==> src/rtl/pipe_hazard_ctrl.sv <==
// ---------------------------------------------------------------------------
// pipe_hazard_ctrl
//
// Central stall/flush scheduler for the 5-stage MIPS pipeline. Produces the
// write enables for the PC and the IF/ID, ID/EX, EX/MEM and MEM/WB latches,
// the ID/EX bubble select and the IF/ID squash, and tracks the busy window
// of the multi-cycle mul/div unit for HI/LO conflict detection.
//
// Per-cycle priority: freeze > load-use > hilo > taken branch > run.
//
// Parameters
//   REG_W       register-specifier width
//   MULDIV_LAT  mul/div busy cycles after the start pulse (>= 1)
//   CNT_W       performance counter width (only with HAZARD_PERF_CNT_EN)
//
// Ports
//   clk, rst                 clock, asynchronous active-low reset
//   id_rs, id_rt             source registers of the ID instruction
//   id_uses_rs, id_uses_rt   ID instruction really reads rs / rt
//   id_is_hilo               ID instruction touches HI/LO
//   ex_mem_read, ex_rt       load in EX and its destination register
//   ex_muldiv_start          one-cycle mul/div issue pulse from EX
//   mem_stall_req            data memory not ready (freezes everything)
//   id_branch_taken          branch/jump in ID resolved taken
//   pc_we .. memwb_we        latch write enables
//   idex_bubble              load a NOP into ID/EX
//   ifid_flush               clear IF/ID at the next edge
//   muldiv_busy              mul/div busy counter non-zero
//   stall_cause              registered: 0 none, 1 load-use, 2 hilo, 3 freeze
//
// Optional feature (macro HAZARD_PERF_CNT_EN): adds stall_cycles,
// bubble_count and flush_count outputs, CNT_W bits each, wrapping.
// ---------------------------------------------------------------------------
module pipe_hazard_ctrl #(
    parameter int unsigned REG_W      = 5,
    parameter int unsigned MULDIV_LAT = 4,
    parameter int unsigned CNT_W      = 32
) (
    input  logic             clk,
    input  logic             rst,
    input  logic [REG_W-1:0] id_rs,
    input  logic [REG_W-1:0] id_rt,
    input  logic             id_uses_rs,
    input  logic             id_uses_rt,
    input  logic             id_is_hilo,
    input  logic             ex_mem_read,
    input  logic [REG_W-1:0] ex_rt,
    input  logic             ex_muldiv_start,
    input  logic             mem_stall_req,
    input  logic             id_branch_taken,
    output logic             pc_we,
    output logic             ifid_we,
    output logic             idex_we,
    output logic             exmem_we,
    output logic             memwb_we,
    output logic             idex_bubble,
    output logic             ifid_flush,
    output logic             muldiv_busy,
    output logic [1:0]       stall_cause
`ifdef HAZARD_PERF_CNT_EN
    ,
    output logic [CNT_W-1:0] stall_cycles,
    output logic [CNT_W-1:0] bubble_count,
    output logic [CNT_W-1:0] flush_count
`endif
);

    // Elaboration-time sanity checks on the configuration.
    generate
        if (MULDIV_LAT < 1) begin : g_bad_lat
            $error("pipe_hazard_ctrl: MULDIV_LAT must be at least 1");
        end
        if (CNT_W < 1) begin : g_bad_cnt_w
            $error("pipe_hazard_ctrl: CNT_W must be at least 1");
        end
    endgenerate

    localparam int unsigned MD_W = $clog2(MULDIV_LAT + 1);
    localparam logic [MD_W-1:0] MD_LOAD = MD_W'(MULDIV_LAT);
    localparam logic [MD_W-1:0] MD_ONE  = MD_W'(1);

    typedef enum logic [1:0] {
        CAUSE_NONE   = 2'd0,
        CAUSE_LOAD   = 2'd1,
        CAUSE_HILO   = 2'd2,
        CAUSE_FREEZE = 2'd3
    } cause_t;

    logic [MD_W-1:0] r_md_cnt;
    cause_t          r_cause;

    logic   w_busy;
    logic   w_load_use;
    logic   w_hilo_hz;
    logic   w_freeze;
    logic   w_front_we;   // PC and IF/ID
    logic   w_back_we;    // ID/EX, EX/MEM, MEM/WB
    logic   w_bubble;
    logic   w_flush;
    cause_t w_cause;

    // ------------------------------------------------------------------
    // Hazard detection
    // ------------------------------------------------------------------
    assign w_busy   = (r_md_cnt != '0);
    assign w_freeze = mem_stall_req;

    // r0 is hard-wired to zero, so a load targeting it never creates a
    // real dependency.
    assign w_load_use = ex_mem_read & (ex_rt != '0) &
                        ((id_uses_rs & (id_rs == ex_rt)) |
                         (id_uses_rt & (id_rt == ex_rt)));

    assign w_hilo_hz = id_is_hilo & w_busy;

    // ------------------------------------------------------------------
    // Control decode (priority resolution)
    // ------------------------------------------------------------------
    always_comb begin
        w_front_we = 1'b0;
        w_back_we  = 1'b0;
        w_bubble   = 1'b0;
        w_flush    = 1'b0;
        w_cause    = CAUSE_NONE;

        if (!rst) begin
            // Held in reset: everything stays deasserted.
        end else if (w_freeze) begin
            // Whole pipeline holds; a taken branch stays in ID and is
            // re-evaluated once the freeze lifts.
            w_cause = CAUSE_FREEZE;
        end else if (w_load_use || w_hilo_hz) begin
            // Hold PC and IF/ID, inject a NOP into ID/EX, let the back end
            // drain.
            w_back_we = 1'b1;
            w_bubble  = 1'b1;
            w_cause   = w_load_use ? CAUSE_LOAD : CAUSE_HILO;
        end else begin
            w_front_we = 1'b1;
            w_back_we  = 1'b1;
            w_flush    = id_branch_taken;
        end
    end

    assign pc_we       = w_front_we;
    assign ifid_we     = w_front_we;
    assign idex_we     = w_back_we;
    assign exmem_we    = w_back_we;
    assign memwb_we    = w_back_we;
    assign idex_bubble = w_bubble;
    assign ifid_flush  = w_flush;
    assign muldiv_busy = w_busy;
    assign stall_cause = r_cause;

    // ------------------------------------------------------------------
    // Mul/div busy counter: runs independently of freeze; a new start
    // reloads rather than extends.
    // ------------------------------------------------------------------
    always_ff @(posedge clk or negedge rst) begin
        if (!rst) begin
            r_md_cnt <= '0;
        end else if (ex_muldiv_start) begin
            r_md_cnt <= MD_LOAD;
        end else if (r_md_cnt != '0) begin
            r_md_cnt <= r_md_cnt - MD_ONE;
        end
    end

    // ------------------------------------------------------------------
    // Registered stall cause
    // ------------------------------------------------------------------
    always_ff @(posedge clk or negedge rst) begin
        if (!rst) begin
            r_cause <= CAUSE_NONE;
        end else begin
            r_cause <= w_cause;
        end
    end

`ifdef HAZARD_PERF_CNT_EN
    // ------------------------------------------------------------------
    // Performance counters (wrap naturally at 2^CNT_W)
    // ------------------------------------------------------------------
    localparam logic [CNT_W-1:0] PC_ONE = CNT_W'(1);

    logic [CNT_W-1:0] r_stall_cycles;
    logic [CNT_W-1:0] r_bubble_count;
    logic [CNT_W-1:0] r_flush_count;

    always_ff @(posedge clk or negedge rst) begin
        if (!rst) begin
            r_stall_cycles <= '0;
            r_bubble_count <= '0;
            r_flush_count  <= '0;
        end else begin
            if (w_freeze) begin
                r_stall_cycles <= r_stall_cycles + PC_ONE;
            end
            if (w_bubble) begin
                r_bubble_count <= r_bubble_count + PC_ONE;
            end
            if (w_flush) begin
                r_flush_count <= r_flush_count + PC_ONE;
            end
        end
    end

    assign stall_cycles = r_stall_cycles;
    assign bubble_count = r_bubble_count;
    assign flush_count  = r_flush_count;
`endif

endmodule

==> config.mk <==
export PLATFORM = sky130hd
export DESIGN_NAME = pipe_hazard_ctrl
export DESIGN_NICKNAME = d
export VERILOG_FILES = /design/src/rtl/pipe_hazard_ctrl.sv
export SDC_FILE = /design/constraint.sdc
export NUM_CORES = 1
export LEC_CHECK = 0
export CORE_MARGIN = 8
export CORE_UTILIZATION = 32
export CTS_BUF_LIST = sky130_fd_sc_hd__clkbuf_16
export CTS_CLUSTER_SIZE = 40
export DETAILED_ROUTE_END_ITERATION = 12
export PLACE_DENSITY = 0.77
export SYNTH_ARGS = -nofsm -noshare
export SYNTH_HDL_FRONTEND = slang
export SYNTH_SLANG_ARGS = --single-unit
==> constraint.sdc <==
create_clock -name clk -period 1.5 [get_ports clk]
set_input_delay 0.225 -clock clk [delete_from_list [all_inputs] [get_ports clk]]
set_output_delay 0.225 -clock clk [all_outputs]
set_load 0.01 [all_outputs]
After elaboration in Yosys (flattened, before gate mapping):

Cells that the tools add are included.

* $add $sub $neg: 1
* multiply operators: 0
* div/mod/pow operators: 0
* order comparisons: 0
* equal/unequal tests: 2
* shift operators: 0
* muxes and demuxes: 17
* bitwise logic cells: 6
* reductions and logical operators: 4

Operators with widths (count)
* $mux W1: 11
* $eq A5 B5 Y1: 2
* $mux W2: 4
* $mux W3: 2
* $and A1 B1 Y1: 5
* $reduce_bool A5 Y1: 1
* $reduce_bool A3 Y1: 1
* $sub A3 B1 Y3 const B: 1
* $reduce_bool A2 Y1: 1
* $logic_or A1 B1 Y1: 1
* $or A1 B1 Y1: 1

* register bits after elaboration: 5
* bits in latches: 0
* RAM bits: 0
* ROM bits: 0
* memories kept: 0

Depth between registers and ports, before layout:

Gate-level depths: netlist of run 1.

* depth after elaboration: 8
* gate-level depth with buffers: 8

Worst setup path before layout of run 1:

OpenSTA, ideal clock, no wires.

* kind: register to output
* from: register r_md_cnt[0]
* to: output port pc_we
* arrival time: 1432 ps
* data required time: 1275 ps
* slack: -157 ps
* stages on the path, launching flop included: 9
* path through: dfrtp_1 inv_1 ha_1 nand2b_1 clkbuf_1 nand2_1 nand2_1 a21oi_1 buf_4

* cells in the longest elaborated chain, start to end: 6

RTL lines
* start: declaration: line 89 `logic [MD_W-1:0] r_md_cnt;`
* start signal: assignment: line 165 `r_md_cnt <= r_md_cnt - MD_ONE;`
* $reduce_bool A3 Y1: line 105 `assign w_busy = (r_md_cnt != '0);`
* named net muldiv_busy: line 58 `output logic muldiv_busy,`
* $and A1 B1 Y1: line 114 `assign w_hilo_hz = id_is_hilo & w_busy;`
* $logic_or A1 B1 Y1: line 132 `end else if (w_load_use || w_hilo_hz) begin`
* $mux W1: line 132
* $mux W1: line 128 `end else if (w_freeze) begin`
* $mux W1: line 126 `if (!rst) begin`
* end: declaration: line 51 `output logic pc_we,`

The timed path passes the listed nets, and every way through them passes these cells.

Worst setup path after layout of run 1:

* from: input port ex_rt[3]
* to: output port idex_bubble

* cells in the longest elaborated chain, start to end: 8
* elaborated cells on any way between the ends: 12
* those cells by class: eq/ne (2); mux (3); bitwise (5); reduce/logical (2)

RTL lines
* start: declaration: line 47 `input logic [REG_W-1:0] ex_rt,`
* $eq A5 B5 Y1 (on tied branches): line 111, 112
* $and A1 B1 Y1 (on tied branches): line 111, 112
* $or A1 B1 Y1: line 111 `((id_uses_rs & (id_rs == ex_rt)) |`
* $and A1 B1 Y1 (*): line 110 `assign w_load_use = ex_mem_read & (ex_rt != '0) &`
* $logic_or A1 B1 Y1 (*): line 132
* $mux W1 (*): line 132
* $mux W1 (*): line 128
* $mux W1 (*): line 126
* end: declaration: line 56 `output logic idex_bubble,`

Every way passes the cells marked *; elsewhere a longest branch is shown, timed or not.

==> impl_results.md, run 1 <==
* Sum Neg Setup Slack at -0.396 ns
* HP Class: input pin to flop
* Seq/Total Area, Yosys at 0.284
* Fillers at 89
* Count of nets after finishing at 134
* Final count of pins violating max slew at 0
* Area contributors post-synth: dfrtp_1 28%, xnor2_1 22%, ha_1 5.7%
* Register bit count reported by yosys at 5
* XOR/XNOR Fraction of Synth Area at 0.219
* Post-Layout Cell Count at 122
* Ys async rst share at 1.00
* Worst hold slack at 0.404 ns
* Core box area at 1300 µm²
* Syn Nets at 78
* Mux contribution to synthesized area at 0
* Clock sink total at 5
* Pre-Repair DR Iteration Count at 4
* Worst EP required at 1.27 ns
* Failing checks: negative setup slack
* Ports at 34
* Clock transition at the registers of the reported paths at 0.03 ns
* Largest net degree at the start of global routing at 7
* Global-route wire length before repair at 2540 µm
* Slew headroom at 0.782
* Largest family of logic cells by synthesized area: XOR/XNOR gates
* Post-DRT Antenna Nets at 0
* Initial antenna violation count at 0
* Starting Density at 0.338
* Post-Synth Adder-Cell Area at 0.0568
* Total power at 1.27 mW
* Num CTS Buffers at 3
* Worst Setup Start Kind: input pin
* Max Cap Viol at 0
* DRC Markers at 0
* Power density cells at 1170 nW/µm²
* Synth Cell Area at 440 µm²
* Cells after Synth at 52
* Actual slew at the worst max-slew pin at 0.324 ns
* Post-synth EDFFs at 0
* Clk buf depth at 2
* Full die area at 2820 µm²
* Clk root buf: clkbuf_16
* Share of cells above drive strength 1 at 0.477
* Die W at 53.1 µm
* I/O Buffers at 33
* Detailed Route WL at 1840 µm
* Average cell area after synthesis at 8.47 µm²
* Kind of end point of the critical path: output pin
* GP Congestion at 0.786
* Final worst slack at -0.148 ns
* Post-synth top cells: 11 x xnor2_1, 5 x dfrtp_1, 5 x inv_1
* DR vias at 589
* P_leak at 0.529 nW
* Yosys warning total at 0
* WP data arrival at 1.42 ns
* Gr ovfl total at 0
* Post-DP HPWL at 1190 µm
* Post-Layout Inst Area at 1080 µm²
* Peak VDD IR at 0.652 mV
* Insertion delay to the later sink of the worst-skew pair at 0.23 ns
* CTS tree: done
* Post-layout util at 0.833
* Post-placement cell area at 882 µm²
* Area leader, netlist: dfrtp_1
* Synth unique cells at 20
* Area grow syn2layout at 146%
* DRT iter0 DRCs at 5
* DR WL/cell at 15.1 µm
* Most numerous cell in the Yosys netlist: xnor2_1
* Die Y at 53.1 µm
* Diode count at 0
* All-layer global routing usage at 0.119
* Tcrit/Tclk final at 1.10
* Post-synthesis simple-gate area fraction at 0.151
* Worst Setup Path Type: input pin to output pin
* Synth Area in Compound Gates at 0.188
* CTS H-tree lvls at 1
* Setup Skew at 0.00266 ns
* Final Hold Fails at 0
* Ys flop type: dfrtp_1
* RSZ-0062 raised after global routing: true
* Vias in the first global route at 632
* Fin crit period at 1.65 ns
* Fmax at 607 MHz
* Yosys top cell area share at 0.284
* Setup violators final at 4
* Pre-CTS setup slack at -0.867 ns
* Peak fanout along the critical path at 4
* Dpl cells at 110
* Vias per cell at 4.83
* Row Count at 13
* Outcome: finished with violations
[sequential cells by signal, indices dropped and copies added, names as in the netlist]
name and count:
stall_cause 2, r_md_cnt 3
[power breakdown]
part           total (mW)  switching, mW  leakage (nW)  internal [mW]
combinational       0.627          0.251         0.426          0.376
sequential          0.201         0.0253        0.0611          0.175
clock               0.441         0.0951        0.0423          0.346
total                1.27          0.372         0.529          0.897
[layout make-up]
| cell class | instances | area [µm²] | area share |
|---|---|---|---|
| Tap cell | 15 | 18.8 | 0.0173 |
| Timing Repair Buffer | 55 | 480 | 0.443 |
| Clock buffer | 3 | 75.1 | 0.0693 |
| Sequential cell | 5 | 125 | 0.115 |
| Clock inverter | 1 | 3.75 | 0.00346 |
| Inverter | 5 | 18.8 | 0.0173 |
| Multi-Input combinational cell | 38 | 362 | 0.334 |
[layer usage]
metal | up-vias | global-route usage | share of wire
met2 | 34 | 0.189 | 0.47
li1 | 285 | - | -
met5 | - | 0 | 0
met1 | 265 | 0.120 | 0.39
met3 | 5 | 0.0728 | 0.12
met4 | 0 | 0.0588 | 0.024
[path summary, 6_finish.rpt]
| kind | from | end | slack [ns] | depth (start not counted) |
|---|---|---|---|---|
| min | rst | stall_cause[1] | 0.40 | 4 |
| max in group asynchronous | rst | r_md_cnt[0] | 0.90 | 3 |
| max | ex_rt[3] | idex_bubble | -0.15 | 5 |
| min in group asynchronous | rst | stall_cause[1] | 0.49 | 3 |
| min reg2reg | r_md_cnt[1] | r_md_cnt[1] | 0.59 | 2 |
| max reg2reg | r_md_cnt[1] | r_md_cnt[2] | 0.23 | 7 |
[placed cells by master, fill, tap and decap left out]
master	synthesis	final
a211oi_1	1	1
a21oi_1	4	2
dlymetal6s2s_1	0	3
inv_1	5	4
clkbuf_2	0	2
or4_4	0	1
buf_2	0	4
xnor2_2	0	3
nand4_1	2	2
inv_2	0	2
o22ai_4	0	1
a31o_1	2	2
nand2_2	0	2
buf_6	0	6
dfrtp_1	5	5
a311oi_2	1	1
dlygate4sd2_1	0	7
clkdlybuf4s15_1	0	4
nor2_1	4	4
clkdlybuf4s15_2	0	1
o31ai_1	1	1
nor3_2	0	1
ha_4	0	1
nand3_1	1	1
xnor2_1	11	8
dlygate4sd3_1	0	1
ha_1	2	1
a21oi_4	0	1
buf_4	3	19
o21a_4	0	1
clkdlybuf4s50_1	0	8
nand2_1	4	2
nand2b_4	0	1
clkbuf_16	0	3
a21oi_2	0	1
[worst max-delay path, stage by stage]
cell	delay, ns
buf_6	0.09
or4_4	0.52
o21a_4	0.23
a31o_1	0.21
buf_2	0.13
[cell families (layout without fill, tap and decap cells)]
| kind of cell | count (synthesis) | count (layout) |
|---|---|---|
| xor+xnor | 11 | 11 |
| simple gates | 14 | 14 |
| buf+inv | 9 | 64 |
| fa+ha+maj | 2 | 2 |
| flops | 5 | 5 |
| compound gates | 11 | 11 |
[timing repair]
action,CTS,global route
endpoints found under the setup margin,10,8
gates resized for setup,65,15
hold buffers,0,1
pin swaps,16,10
setup buffers,2,5
hold endpoints to repair,0,5
(Power assumes the default switching activity.)
==> run 2, diff against run 1 <==
--- a/config.mk
+++ b/config.mk
@@ -10,6 +10,7 @@
 export CTS_BUF_LIST = sky130_fd_sc_hd__clkbuf_16
 export CTS_CLUSTER_SIZE = 40
 export DETAILED_ROUTE_END_ITERATION = 12
+export MAX_ROUTING_LAYER = met4
 export PLACE_DENSITY = 0.77
 export SYNTH_ARGS = -nofsm -noshare
 export SYNTH_HDL_FRONTEND = slang
==> run 2 against run 1 <==
Critical path type unchanged. Register-to-register slack about the same. Clock skew stayed put. The flow still finishes with violations (negative setup slack). Highest routed layer unchanged. Sequential cell count is the same. Critical path depth unchanged. Sequential share of layout area unchanged. Fmax did not move. Largest cell class unchanged. Wire length rose by 0.11%. Largest power group unchanged.
==> impl_results.md, run 2 (synthesized netlist as in run 1, its figures left out) <==
* Pre-CTS setup slack at -0.867 ns
* Post-Layout Inst Area at 1080 µm²
* CTS tree: done
* Largest net degree at the start of global routing at 7
* Fmax at 607 MHz
* DR WL/cell at 15.1 µm
* Outcome: finished with violations
* Failing checks: negative setup slack
* Setup Skew at 0.00266 ns
* Insertion delay to the later sink of the worst-skew pair at 0.23 ns
* Die W at 53.1 µm
* Peak VDD IR at 0.652 mV
* Post-DP HPWL at 1190 µm
* Met2 usage at 0.189
* Power density cells at 1170 nW/µm²
* Max Cap Viol at 0
* Share of cells above drive strength 1 at 0.477
* Gr busiest metal: met2
* Reg2reg start: r_md_cnt[1]
* Vias in the first global route at 628
* Clock transition at the registers of the reported paths at 0.03 ns
* Row Count at 13
* Grt met3 use at 0.0532
* CTS H-tree lvls at 1
* Grt met1 use at 0.133
* Largest register by flop count: r_md_cnt
* P_leak at 0.529 nW
* DRC Markers at 0
* Worst EP required at 1.27 ns
* Global-route wire length before repair at 2550 µm
* HP Class: input pin to flop
* Die Y at 53.1 µm
* Detailed Route WL at 1840 µm
* Initial antenna violation count at 0
* Area grow syn2layout at 146%
* Post-placement cell area at 882 µm²
* FF-to-FF End: r_md_cnt[2]
* Depth of the worst register-to-register path at 7
* GP Congestion at 0.797
* I/O Buffers at 33
* Clk buf depth at 2
* Clk root buf: clkbuf_16
* Hold Crit Depth at 4
* Final count of pins violating max slew at 0
* Worst hold slack at 0.404 ns
* Final Hold Fails at 0
* Worst Setup Path Type: input pin to output pin
* Core box area at 1300 µm²
* Kind of end point of the critical path: output pin
* Most common cell after layout, fill and taps aside: buf_4
* Pre-Repair DR Iteration Count at 4
* Num CTS Buffers at 3
* WP data arrival at 1.42 ns
* Tcrit/Tclk final at 1.10
* Final worst slack at -0.148 ns
* Peak fanout along the critical path at 4
* Count of nets after finishing at 134
* CP max stage cell: or4_4
* Fin crit period at 1.65 ns
* Largest register FFs at 3
* WHS Endpoint: stall_cause[1]
* Starting Density at 0.338
* Vias per cell at 4.83
* RSZ-0062 raised after global routing: true
* Crit-path cells: buf_6 > or4_4 > o21a_4 > a31o_1 > buf_2
* Fillers at 89
* Clock sink total at 5
* Worst Setup Start Kind: input pin
* Ports at 34
* Largest stage delay, worst path at 0.52 ns
* Actual slew at the worst max-slew pin at 0.324 ns
* Post-DRT Antenna Nets at 0
* Setup violators final at 4
* Most frequent cells in the layout: 19 x buf_4, 8 x xnor2_1, 8 x clkdlybuf4s50_1
* DRT iter0 DRCs at 5
* Gr ovfl total at 0
* All-layer global routing usage at 0.123
* R2R setup slack at 0.23 ns
* Full die area at 2820 µm²
* Hold Path Origin: rst
* DR vias at 589
* Slew headroom at 0.782
* Diode count at 0
run 2: cell counts in the layout (fill, tap and decap cells not counted):
Identical to the previous run, type by type.
run 2: per-layer routing:
metal  up-vias  wire, µm  part of all wire
met3         5       178             0.097
met4         0        45             0.024
met1       265       755              0.41
li1        285         -                 -
met5         -         0                 0
met2        34       863              0.47
run 2: how the worst max path moves through the flow:
stage / end / depth (start not counted) / from / slack (ns)
6_report: idex_bubble / 5 / ex_rt[3] / -0.15
5_1_grt: idex_bubble / 5 / ex_rt[3] / -0.17
4_1_cts: idex_bubble / 5 / ex_rt[3] / -0.14
3_5_place_dp: ifid_flush / 5 / ex_rt[1] / -0.87
3_3_place_gp: ifid_flush / 5 / ex_rt[1] / -0.86
2_1_floorplan: pc_we / 4 / ex_rt[1] / -0.006
run 2: power by group:
part	total [mW]	internal (mW)	switching, mW
clock network	0.441	0.346	0.0951
logic	0.627	0.376	0.251
registers	0.201	0.175	0.0253
run 2: area by class of cell:
cell class	count	area, µm²	share of cell area
clock buffer	3	75.1	0.0693
tap	15	18.8	0.0173
clock inverter	1	3.75	0.00346
sequential	5	125	0.115
timing repair buffer	55	480	0.443
inverter	5	18.8	0.0173
multi-input combinational	38	362	0.334
run 2: what timing repair did:
item	CTS	global route
pin swaps	16	10
buffers inserted	2	5
hold buffers	0	1
endpoints found under the setup margin	10	8
hold endpoints to repair	0	5
resized for setup	65	15
run 2: stage by stage:
stage | TNS (ns) | power, mW | std cells | util
finish | -0.396 | 1.27 | 122 | 0.833
global route | -0.576 | 1.35 | 122 | 0.833
CTS | -0.402 | 1.19 | 116 | 0.763
detailed placement | -5.17 | 0.656 | 110 | 0.678
global placement | -5.13 | 0.640 | 110 | 0.678
floorplan | -0.00625 | 0.411 | 52 | -
run 2: worst max-delay path, delay by kind of cell:
| family | cells | cell delay (ns) |
|---|---|---|
| buf+inv | 2 | 0.22 |
| simple gates | 1 | 0.52 |
| compound gates | 2 | 0.44 |
